`src/rtl/noc_pkg.sv`:
```
// Shared flit types, error codes and receiver FSM states for the NoC ejection endpoint.
package noc_pkg;

  localparam int unsigned TYPE_WIDTH = 2;

  localparam logic [1:0] FLIT_INVALID = 2'd0;
  localparam logic [1:0] FLIT_HEAD    = 2'd1;
  localparam logic [1:0] FLIT_BODY    = 2'd2;
  localparam logic [1:0] FLIT_TAIL    = 2'd3;

  localparam logic [1:0] ERR_NONE     = 2'd0;
  localparam logic [1:0] ERR_FRAMING  = 2'd1;
  localparam logic [1:0] ERR_DEST     = 2'd2;
  localparam logic [1:0] ERR_LENGTH   = 2'd3;

  typedef enum logic [1:0] {
    ST_IDLE    = 2'd0,
    ST_RECV    = 2'd1,
    ST_DISCARD = 2'd2,
    ST_SEND    = 2'd3
  } rx_state_e;

endpackage

```
`src/rtl/noc_rx_packet_buffer.sv`:
```
// Payload store for one packet: FSM-indexed writes, registered read word and last flag.
module noc_rx_packet_buffer #(
  parameter int unsigned PAY_W = 30,
  parameter int unsigned DEPTH = 5,
  parameter int unsigned IDX_W = 3
) (
  input  logic             clk,
  input  logic             rst,
  input  logic             wr_en_i,
  input  logic [IDX_W-1:0] wr_idx_i,
  input  logic [PAY_W-1:0] wr_data_i,
  input  logic             start_i,
  input  logic             advance_i,
  output logic [PAY_W-1:0] rd_data_o,
  output logic             rd_last_o
);

  logic [PAY_W-1:0] mem_q [DEPTH];
  logic [IDX_W-1:0] rd_ptr_q, rd_ptr_d;
  logic [PAY_W-1:0] rd_data_q, rd_data_d;
  logic             last_q, last_d;
  logic [IDX_W-1:0] nxt_ptr;

  always_ff @(posedge clk) begin
    if (wr_en_i) mem_q[wr_idx_i] <= wr_data_i;
  end

  // Output word is pre-fetched into a register so the consumer sees a flop.
  always_comb begin
    rd_ptr_d  = rd_ptr_q;
    rd_data_d = rd_data_q;
    last_d    = last_q;
    nxt_ptr   = rd_ptr_q + IDX_W'(1);
    if (start_i) begin
      rd_ptr_d  = '0;
      rd_data_d = (wr_en_i && (wr_idx_i == '0)) ? wr_data_i : mem_q[0];
      last_d    = (DEPTH == 1);
    end else if (advance_i) begin
      if (last_q) begin
        last_d = 1'b0;
      end else begin
        rd_ptr_d  = nxt_ptr;
        rd_data_d = mem_q[nxt_ptr];
        last_d    = (nxt_ptr == IDX_W'(DEPTH - 1));
      end
    end
  end

  always_ff @(posedge clk) begin
    if (rst) begin
      rd_ptr_q  <= '0;
      rd_data_q <= '0;
      last_q    <= 1'b0;
    end else begin
      rd_ptr_q  <= rd_ptr_d;
      rd_data_q <= rd_data_d;
      last_q    <= last_d;
    end
  end

  assign rd_data_o = rd_data_q;
  assign rd_last_o = last_q;

endmodule

```
`src/rtl/noc_packet_receiver.sv`:
```
// NoC ejection endpoint: checks framing/destination/length and store-and-forwards payload.
// Optional NOC_RX_STATS_EN adds saturating good-packet and error counters.
module noc_packet_receiver #(
  parameter int unsigned DATA_WIDTH    = 32,
  parameter int unsigned TYPE_WIDTH    = 2,
  parameter int unsigned FlitPerPacket = 6,
  parameter int unsigned NODE_INDEX    = 0,
  parameter int unsigned DEST_WIDTH    = 3
) (
  input  logic                           clk,
  input  logic                           rst,
  input  logic [DATA_WIDTH-1:0]          flit_data_in,
  input  logic                           flit_valid_in,
  output logic                           flit_ready_in,
  output logic [DATA_WIDTH-TYPE_WIDTH-1:0] pkt_data,
  output logic                           pkt_valid,
  output logic                           pkt_last,
  input  logic                           pkt_ready,
  output logic                           err_valid,
  output logic [1:0]                     err_code
`ifdef NOC_RX_STATS_EN
  ,
  output logic [15:0]                    stat_pkts,
  output logic [15:0]                    stat_errs
`endif
);

  import noc_pkg::*;

  localparam int unsigned PAY_W    = DATA_WIDTH - TYPE_WIDTH;
  localparam int unsigned DEPTH    = FlitPerPacket - 1;
  localparam int unsigned IDX_W    = (DEPTH > 1) ? $clog2(DEPTH) : 1;
  localparam int unsigned LAST_IDX = FlitPerPacket - 2;

  rx_state_e        state_q, state_d;
  rx_state_e        head_next;
  logic [IDX_W-1:0] cnt_q, cnt_d;
  logic             ready_q, valid_q, err_valid_q;
  logic [1:0]       err_code_q, err_d;
  logic             wr_en, rd_start;
  logic [TYPE_WIDTH-1:0] ftype;
  logic             is_head, dest_ok, accept, deliver, cnt_full, buf_last;

  assign ftype    = flit_data_in[DATA_WIDTH-1 -: TYPE_WIDTH];
  assign is_head  = (ftype == TYPE_WIDTH'(FLIT_HEAD));
  assign dest_ok  = (flit_data_in[DEST_WIDTH-1:0] == DEST_WIDTH'(NODE_INDEX));
  assign accept   = flit_valid_in && ready_q;
  assign deliver  = valid_q && pkt_ready;
  assign cnt_full = (cnt_q == IDX_W'(LAST_IDX));

  // A head always starts a fresh packet; a mismatched one is swallowed up to its tail.
  always_comb begin
    state_d   = state_q;
    cnt_d     = cnt_q;
    err_d     = ERR_NONE;
    wr_en     = 1'b0;
    rd_start  = 1'b0;
    head_next = dest_ok ? ST_RECV : ST_DISCARD;
    case (state_q)
      ST_IDLE: begin
        if (accept) begin
          if (is_head) begin
            state_d = head_next;
            cnt_d   = '0;
            if (!dest_ok) err_d = ERR_DEST;
          end else begin
            err_d = ERR_FRAMING;
          end
        end
      end
      ST_RECV: begin
        if (accept) begin
          case (ftype)
            TYPE_WIDTH'(FLIT_HEAD): begin
              state_d = head_next;
              cnt_d   = '0;
              err_d   = ERR_FRAMING;
            end
            TYPE_WIDTH'(FLIT_BODY): begin
              if (cnt_full) begin
                err_d   = ERR_LENGTH;
                state_d = ST_DISCARD;
              end else begin
                wr_en = 1'b1;
                cnt_d = cnt_q + IDX_W'(1);
              end
            end
            TYPE_WIDTH'(FLIT_TAIL): begin
              if (cnt_full) begin
                wr_en    = 1'b1;
                rd_start = 1'b1;
                state_d  = ST_SEND;
              end else begin
                err_d   = ERR_LENGTH;
                state_d = ST_IDLE;
              end
            end
            default: begin
              err_d   = ERR_FRAMING;
              state_d = ST_DISCARD;
            end
          endcase
        end
      end
      ST_DISCARD: begin
        if (accept) begin
          if (is_head) begin
            state_d = head_next;
            cnt_d   = '0;
            err_d   = ERR_FRAMING;
          end else if (ftype == TYPE_WIDTH'(FLIT_TAIL)) begin
            state_d = ST_IDLE;
          end
        end
      end
      ST_SEND: begin
        if (deliver && buf_last) state_d = ST_IDLE;
      end
      default: state_d = ST_IDLE;
    endcase
  end

  always_ff @(posedge clk) begin
    if (rst) begin
      state_q     <= ST_IDLE;
      cnt_q       <= '0;
      ready_q     <= 1'b0;
      valid_q     <= 1'b0;
      err_valid_q <= 1'b0;
      err_code_q  <= ERR_NONE;
    end else begin
      state_q     <= state_d;
      cnt_q       <= cnt_d;
      ready_q     <= (state_d != ST_SEND);
      valid_q     <= (state_d == ST_SEND);
      err_valid_q <= (err_d != ERR_NONE);
      if (err_d != ERR_NONE) err_code_q <= err_d;
    end
  end

  noc_rx_packet_buffer #(
    .PAY_W (PAY_W),
    .DEPTH (DEPTH),
    .IDX_W (IDX_W)
  ) u_buf (
    .clk       (clk),
    .rst       (rst),
    .wr_en_i   (wr_en),
    .wr_idx_i  (cnt_q),
    .wr_data_i (flit_data_in[PAY_W-1:0]),
    .start_i   (rd_start),
    .advance_i (deliver),
    .rd_data_o (pkt_data),
    .rd_last_o (buf_last)
  );

  assign flit_ready_in = ready_q;
  assign pkt_valid     = valid_q;
  assign pkt_last      = buf_last;
  assign err_valid     = err_valid_q;
  assign err_code      = err_code_q;

`ifdef NOC_RX_STATS_EN
  logic [15:0] stat_pkts_q, stat_errs_q;

  always_ff @(posedge clk) begin
    if (rst) begin
      stat_pkts_q <= '0;
      stat_errs_q <= '0;
    end else begin
      if (deliver && buf_last && (stat_pkts_q != 16'hFFFF)) stat_pkts_q <= stat_pkts_q + 16'd1;
      if ((err_d != ERR_NONE) && (stat_errs_q != 16'hFFFF)) stat_errs_q <= stat_errs_q + 16'd1;
    end
  end

  assign stat_pkts = stat_pkts_q;
  assign stat_errs = stat_errs_q;
`endif

endmodule

```
`config.mk`:
```
export PLATFORM = sky130hd
export DESIGN_NAME = noc_packet_receiver
export DESIGN_NICKNAME = d
export VERILOG_FILES = /design/src/rtl/noc_pkg.sv /design/src/rtl/noc_rx_packet_buffer.sv /design/src/rtl/noc_packet_receiver.sv
export SDC_FILE = /design/constraint.sdc
export NUM_CORES = 1
export LEC_CHECK = 0
export CORE_MARGIN = 10
export CORE_UTILIZATION = 57
export DETAILED_ROUTE_END_ITERATION = 16
export GPL_ROUTABILITY_DRIVEN = 0
export GPL_TIMING_DRIVEN = 0
export PLACE_DENSITY = 0.79
export SKIP_LAST_GASP = 1
export SYNTH_ARGS = -nofsm -noshare
export SYNTH_HDL_FRONTEND = slang
export SYNTH_SLANG_ARGS = --single-unit
```
`constraint.sdc`:
```
create_clock -name clk -period 5.9 [get_ports clk]
set_input_delay 1.475 -clock clk [delete_from_list [all_inputs] [get_ports clk]]
set_output_delay 1.475 -clock clk [all_outputs]
set_load 0.05 [all_outputs]
```
After elaboration in Yosys (flattened, before gate mapping)
Memory sizes are Yosys's and may differ from the RTL's.
Index checks and enable logic that the tools add are counted.
Widths: inputs -> output; s select.
Storage, ports and cells
  bits in registers: 44
  latch bits: 0
  memory bits (writable): 150
  ROM bits: 0
  input port bits: 36
  word-level logic and storage cells: 86
  memories: 1
Operators by class
  add/sub/neg operators: 2
  multiply operators: 0
  divide/modulo/power cells: 0
  magnitude comparators: 0
  eq/ne operators: 16
  shift operators: 0
  mux-type cells: 42
  bitwise gates (word level): 1
  reduce and logical (&&, ||, !) cells: 15
Memories
  u_buf.mem_q: words 5, width 30, read ports 2, clocked after Yosys merged registers in 0, wr ports 1, RTL line noc_rx_packet_buffer.sv:18  | logic [PAY_W-1:0] mem_q [DEPTH];
Operator list (number)
  $mux 30: 4
  $mux 2: 15
  $mux 1: 12
  $mux 3: 4
  $pmux 2 s3: 2
  $pmux 3 s2: 2
  $eq 2x2->1 const B: 5
  $pmux 2 s4: 1
  $add 3x1->3 const B: 2
  $eq 3x3->1 const B: 2
  $logic_not 3->1: 2
  $ne 2x2->1 const B: 3
  $reduce_and 6->1: 1
  $reduce_bool 2->1: 3
  $eq 2x1->1 const B: 2
  $logic_and 1x1->1: 4
  $ne 2x1->1 const B: 2
  $pmux 2 s2: 1
  $reduce_and 2->1: 2
  $reduce_or 2->1: 2
  $ne 3x2->1 const B: 1
  $ne 3x3->1 const B: 1
  $logic_not 2->1: 1
  $pmux 1 s2: 1
  $not 1->1: 1

Depth between registers and ports, before layout
  depth in word-level cells: 8
  depth in mapped cells: 8

Cells and area by module
A second synthesis with hierarchy kept.
Second synthesis, totals
  cells, all modules: 572
  area, all modules: 8135.3 µm²
Modules (own cells, without submodules)
  noc_rx_packet_buffer: times used 1, cells an instance 485, area an instance 7418.4 µm², seq. area each 5185.0 µm²
  noc_packet_receiver: times used 1, cells an instance 87, area an instance 716.9 µm², seq. area each 200.2 µm²

Worst setup path before layout
OpenSTA, ideal clock, no wires.
  kind: input to register
  from: input port flit_valid_in
  to: memory u_buf.mem_q[2][0], enable pin
  library setup time: 0.455 ns
  arrival time: 4.130 ns
  required time: 5.445 ns
  slack: 1.315 ns
  stages on the path: 4
  path buffers: 0
  cells stage by stage: nand2_1 nor3_1 nand2_1 nor3_1
On the way
  longest elaborated chain between the ends: 5
RTL lines
  from (decl): RTL line noc_packet_receiver.sv:13  | input logic flit_valid_in,
  $logic_and 1x1->1: RTL line noc_packet_receiver.sv:47  | assign accept = flit_valid_in && ready_q;
  $mux 1: RTL line noc_packet_receiver.sv:72  | if (accept) begin
  $mux 1: RTL line noc_packet_receiver.sv:59  | case (state_q)
  $mux 1: RTL line noc_rx_packet_buffer.sv:25  | if (wr_en_i) mem_q[wr_idx_i] <= wr_data_i;
  $mux 1 (implied by the code): RTL line noc_rx_packet_buffer.sv:25
  to (decl): RTL line noc_rx_packet_buffer.sv:18
Every way passes these cells.

Worst setup path in the final report
  from: input port flit_valid_in
  to: memory u_buf.mem_q[3][24], enable pin
The elaborated chain is that of the path after synthesis.

==> results.toml <==
[outcome]
outcome = "complete, no violations"

[setup_path]
rr_startpoint = "flit_ready_in"
endpoint = "u_buf.mem_q[3][24]"
r2r_slack_ns = 3.18
cp-start-kind = "input pin"
cp_max_fo = 10
end_kind = "flop"
crit_start = "flit_valid_in"
critPathKind = "input pin to flop"
arrival_ns = 4.02
ff2ff_path_depth = 7
critPathRequiredTime_ns = 6.04
r2r_end = "u_buf.mem_q[3][24]"

[clocking]
postCtsSetupBuffers = 0
cts_sinks = 194
holdBufCountCts = 0
cts_buffer_depth = 2
cts_max_level = 4
clk_pin_slew_ns = 0.07
cts_tree = "done"
cts_buffers = 17
ctsResizeCount = 0
cts-root-buf = "clkbuf_16"
clkLatencyLatePin_ns = 0.43

[floorplanning]
core_area_um2 = 12700
dieArea_um2 = 18100
die_y_um = 134
ios = 72
row_count = 41
initial_core_util_pct = 58.6
fp.dieW_um = 134

[yosys]
syn_nets = 470
syn_avg_cell_area_um2 = 17.3
synth_area_leaders = "edfxtp_1, dfxtp_1, mux4_2, mux2i_1, a22oi_1"
yosys_warnings = 0
synth_edf_count = 150
synth_top_cell_area_share_pct = 60.4
ys.flop_type = "edfxtp_1"
post-synth-top-area-cell = "edfxtp_1"
synthCells = 430
ys_seq_elements = 194
netlist_area_um2 = 7460
ys_seq_area_share_pct = 72.2
synthArstFlopShare_pct = 0
synth.most_common_cell = "edfxtp_1"
ys_types = 47
synthTopCellsByCount = "edfxtp_1, dfxtp_1, a22oi_1, mux2i_1"

[cells_and_area]
layout-drive-gt1-share_pct = 19.7
nFillCells = 830
multi_input_area_um2 = 1930
stdcell_area_um2 = 9170
utilization_pct = 72.1
final_cells = 715
final_nets = 570
synthToLayoutAreaGrowth_pct = 23.0
diodes = 0
regArea_um2 = 5390

[power_and_ir_drop]
power_frac_seq_pct = 53.3
intPower_mw = 2.23
powerDensity_nw_per_um2 = 301
p_comb_share_pct = 2.5
pwr-share-clk_pct = 44.2
power.switching_mw = 0.527
p_leak_nw = 3.17
switching_share_pct = 19.1
ir_worst_vdd_v = 0.000204

[route]
via_per_inst = 5.93
drc = 0
wl_mm = 15.8
ant_nets = 0
wl_per_cell_um = 22.1
drtIter0Drc = 407
drtPass1Iterations = 5
vias = 4237

[global_routing]
grt-ovfl-total = 0
grtUsageMet2_pct = 31.1
antenna_found_initial = 0
grt_pass1_vias = 4485
met3_usage_pct = 4.97
met1_usage_pct = 21.0
grt_pass1_wl_mm = 24.6
busiest_layer = "met2"
track_usage_pct = 18.0
grt_max_degree = 31

[min_path]
hold_class = "flop to flop"

[placed_design]
placed_area_um2 = 8530
dp_hpwl_mm = 10.5
port_buffers = 69
dp.cells = 683

[sta]
worst_pin_slew_ns = 0.875
fin_hold_ws_ns = 0.462
slew_violations = 0
fmax_mhz = 258
clock_skew_ns = 0.0122
fin_tns_setup_ns = 0
rsz0062_at_grt = "false"
hold_viol_final = 0
period_minus_slack_ns = 3.88
finalSetupViolations = 0
fin_crit_sh_pct = 65.7
slew_headroom_pct = 41.3

[flow_run]
maxCapViolCount = 0
power by group through the flow:
stage | Sequential (mW) | Combinational, mW | Clock [mW]
floorplan | 1.51 | 0.0193 | 0
global placement | 1.50 | 0.0638 | 0
detailed placement | 1.50 | 0.0669 | 0
CTS | 1.47 | 0.0676 | 1.23
global route | 1.47 | 0.0726 | 1.29
finish | 1.47 | 0.0677 | 1.22
metrics by stage:
step	worst slack (ns)	total power, mW
global route	1.95	2.83
floorplan	1.31	1.53
detailed placement	1.59	1.57
CTS	2.04	2.77
global placement	-1.19	1.56
finish	2.02	2.76
how the worst min path moves through the flow:
stage	endpoint	slack (ns)	cells past startpoint	startpoint
after floorplan	u_buf.rd_data_o[0]	0.47	2	u_buf.mem_q[0][0]
after global placement	err_code[1]	0.45	2	err_code[1]
after detailed placement	err_code[1]	0.46	2	err_code[1]
after CTS	err_code[1]	0.47	2	err_code[1]
after global routing	err_code[0]	0.49	2	err_code[0]
final	err_code[0]	0.46	2	err_code[0]
metal layers:
layer  share of wire [%]  up-vias
met1                  40     2176
met3                 5.8       15
met2                  53      124
li1                    -     1922
met5                   0        -
met4                 1.2        0
registers in the layout (all words and copies together), names as in the netlist:
register	cells
u_buf.rd_last_o	1
u_buf.rd_ptr_q	3
u_buf.rd_data_o	30
err_valid	1
flit_ready_in	1
err_code	2
cnt_q	3
u_buf.mem_q	150
state_q	2
pkt_valid	1
cell type report:
class | instances | share of cell area, %
inverter | 7 | 0.286
multi-input combinational | 205 | 21.0
timing repair buffer | 81 | 9.12
buffer | 24 | 1.51
tap | 172 | 2.35
clock inverter | 10 | 1.60
sequential | 194 | 58.7
clock buffer | 22 | 5.40
placed cells by master, fill, tap and decap left out, types with 2 or more instances in the layout:
master / instances
ha_1: 4
nand3b_1: 4
mux4_2: 30
edfxtp_1: 150
nor3_1: 5
xor2_1: 2
xnor2_1: 2
a22oi_1: 31
a21oi_1: 8
buf_6: 12
o21ai_1: 30
dfxtp_1: 44
o21ai_0: 3
clkdlybuf4s50_1: 69
clkbuf_2: 3
clkbuf_8: 3
nor2_1: 14
buf_4: 2
clkbuf_16: 18
clkinv_4: 2
mux2i_1: 31
nand2b_1: 3
inv_1: 7
clkinvlp_4: 3
buf_8: 3
buf_2: 12
clkbuf_1: 4
nor3_2: 5
o2bb2ai_1: 2
bufinv_16: 3
nand2_1: 9
worst max-delay path, cell delays in order:
cell	delay, ns
clkdlybuf4s50_1	0.45
nand2_1	0.21
nor3_1	0.42
nand2_1	0.23
nor3_2	0.64
buf_6	0.26
buf_8	0.17
buf_6	0.15
kinds of logic (layout without fill, tap and decap cells):
logic type	Yosys count	after routing	share of synthesized area, %
buffers and inverters	31	144	2.21
AO/OA/AOI/OAI	86	86	7.67
AND/OR/NAND/NOR	50	50	3.56
adder cells (fa/ha/maj)	4	4	0.671
multiplexers	61	61	13.2
flip-flops	194	194	72.2
XOR/XNOR	4	4	0.470
Power figures use the tool's default switching activity.
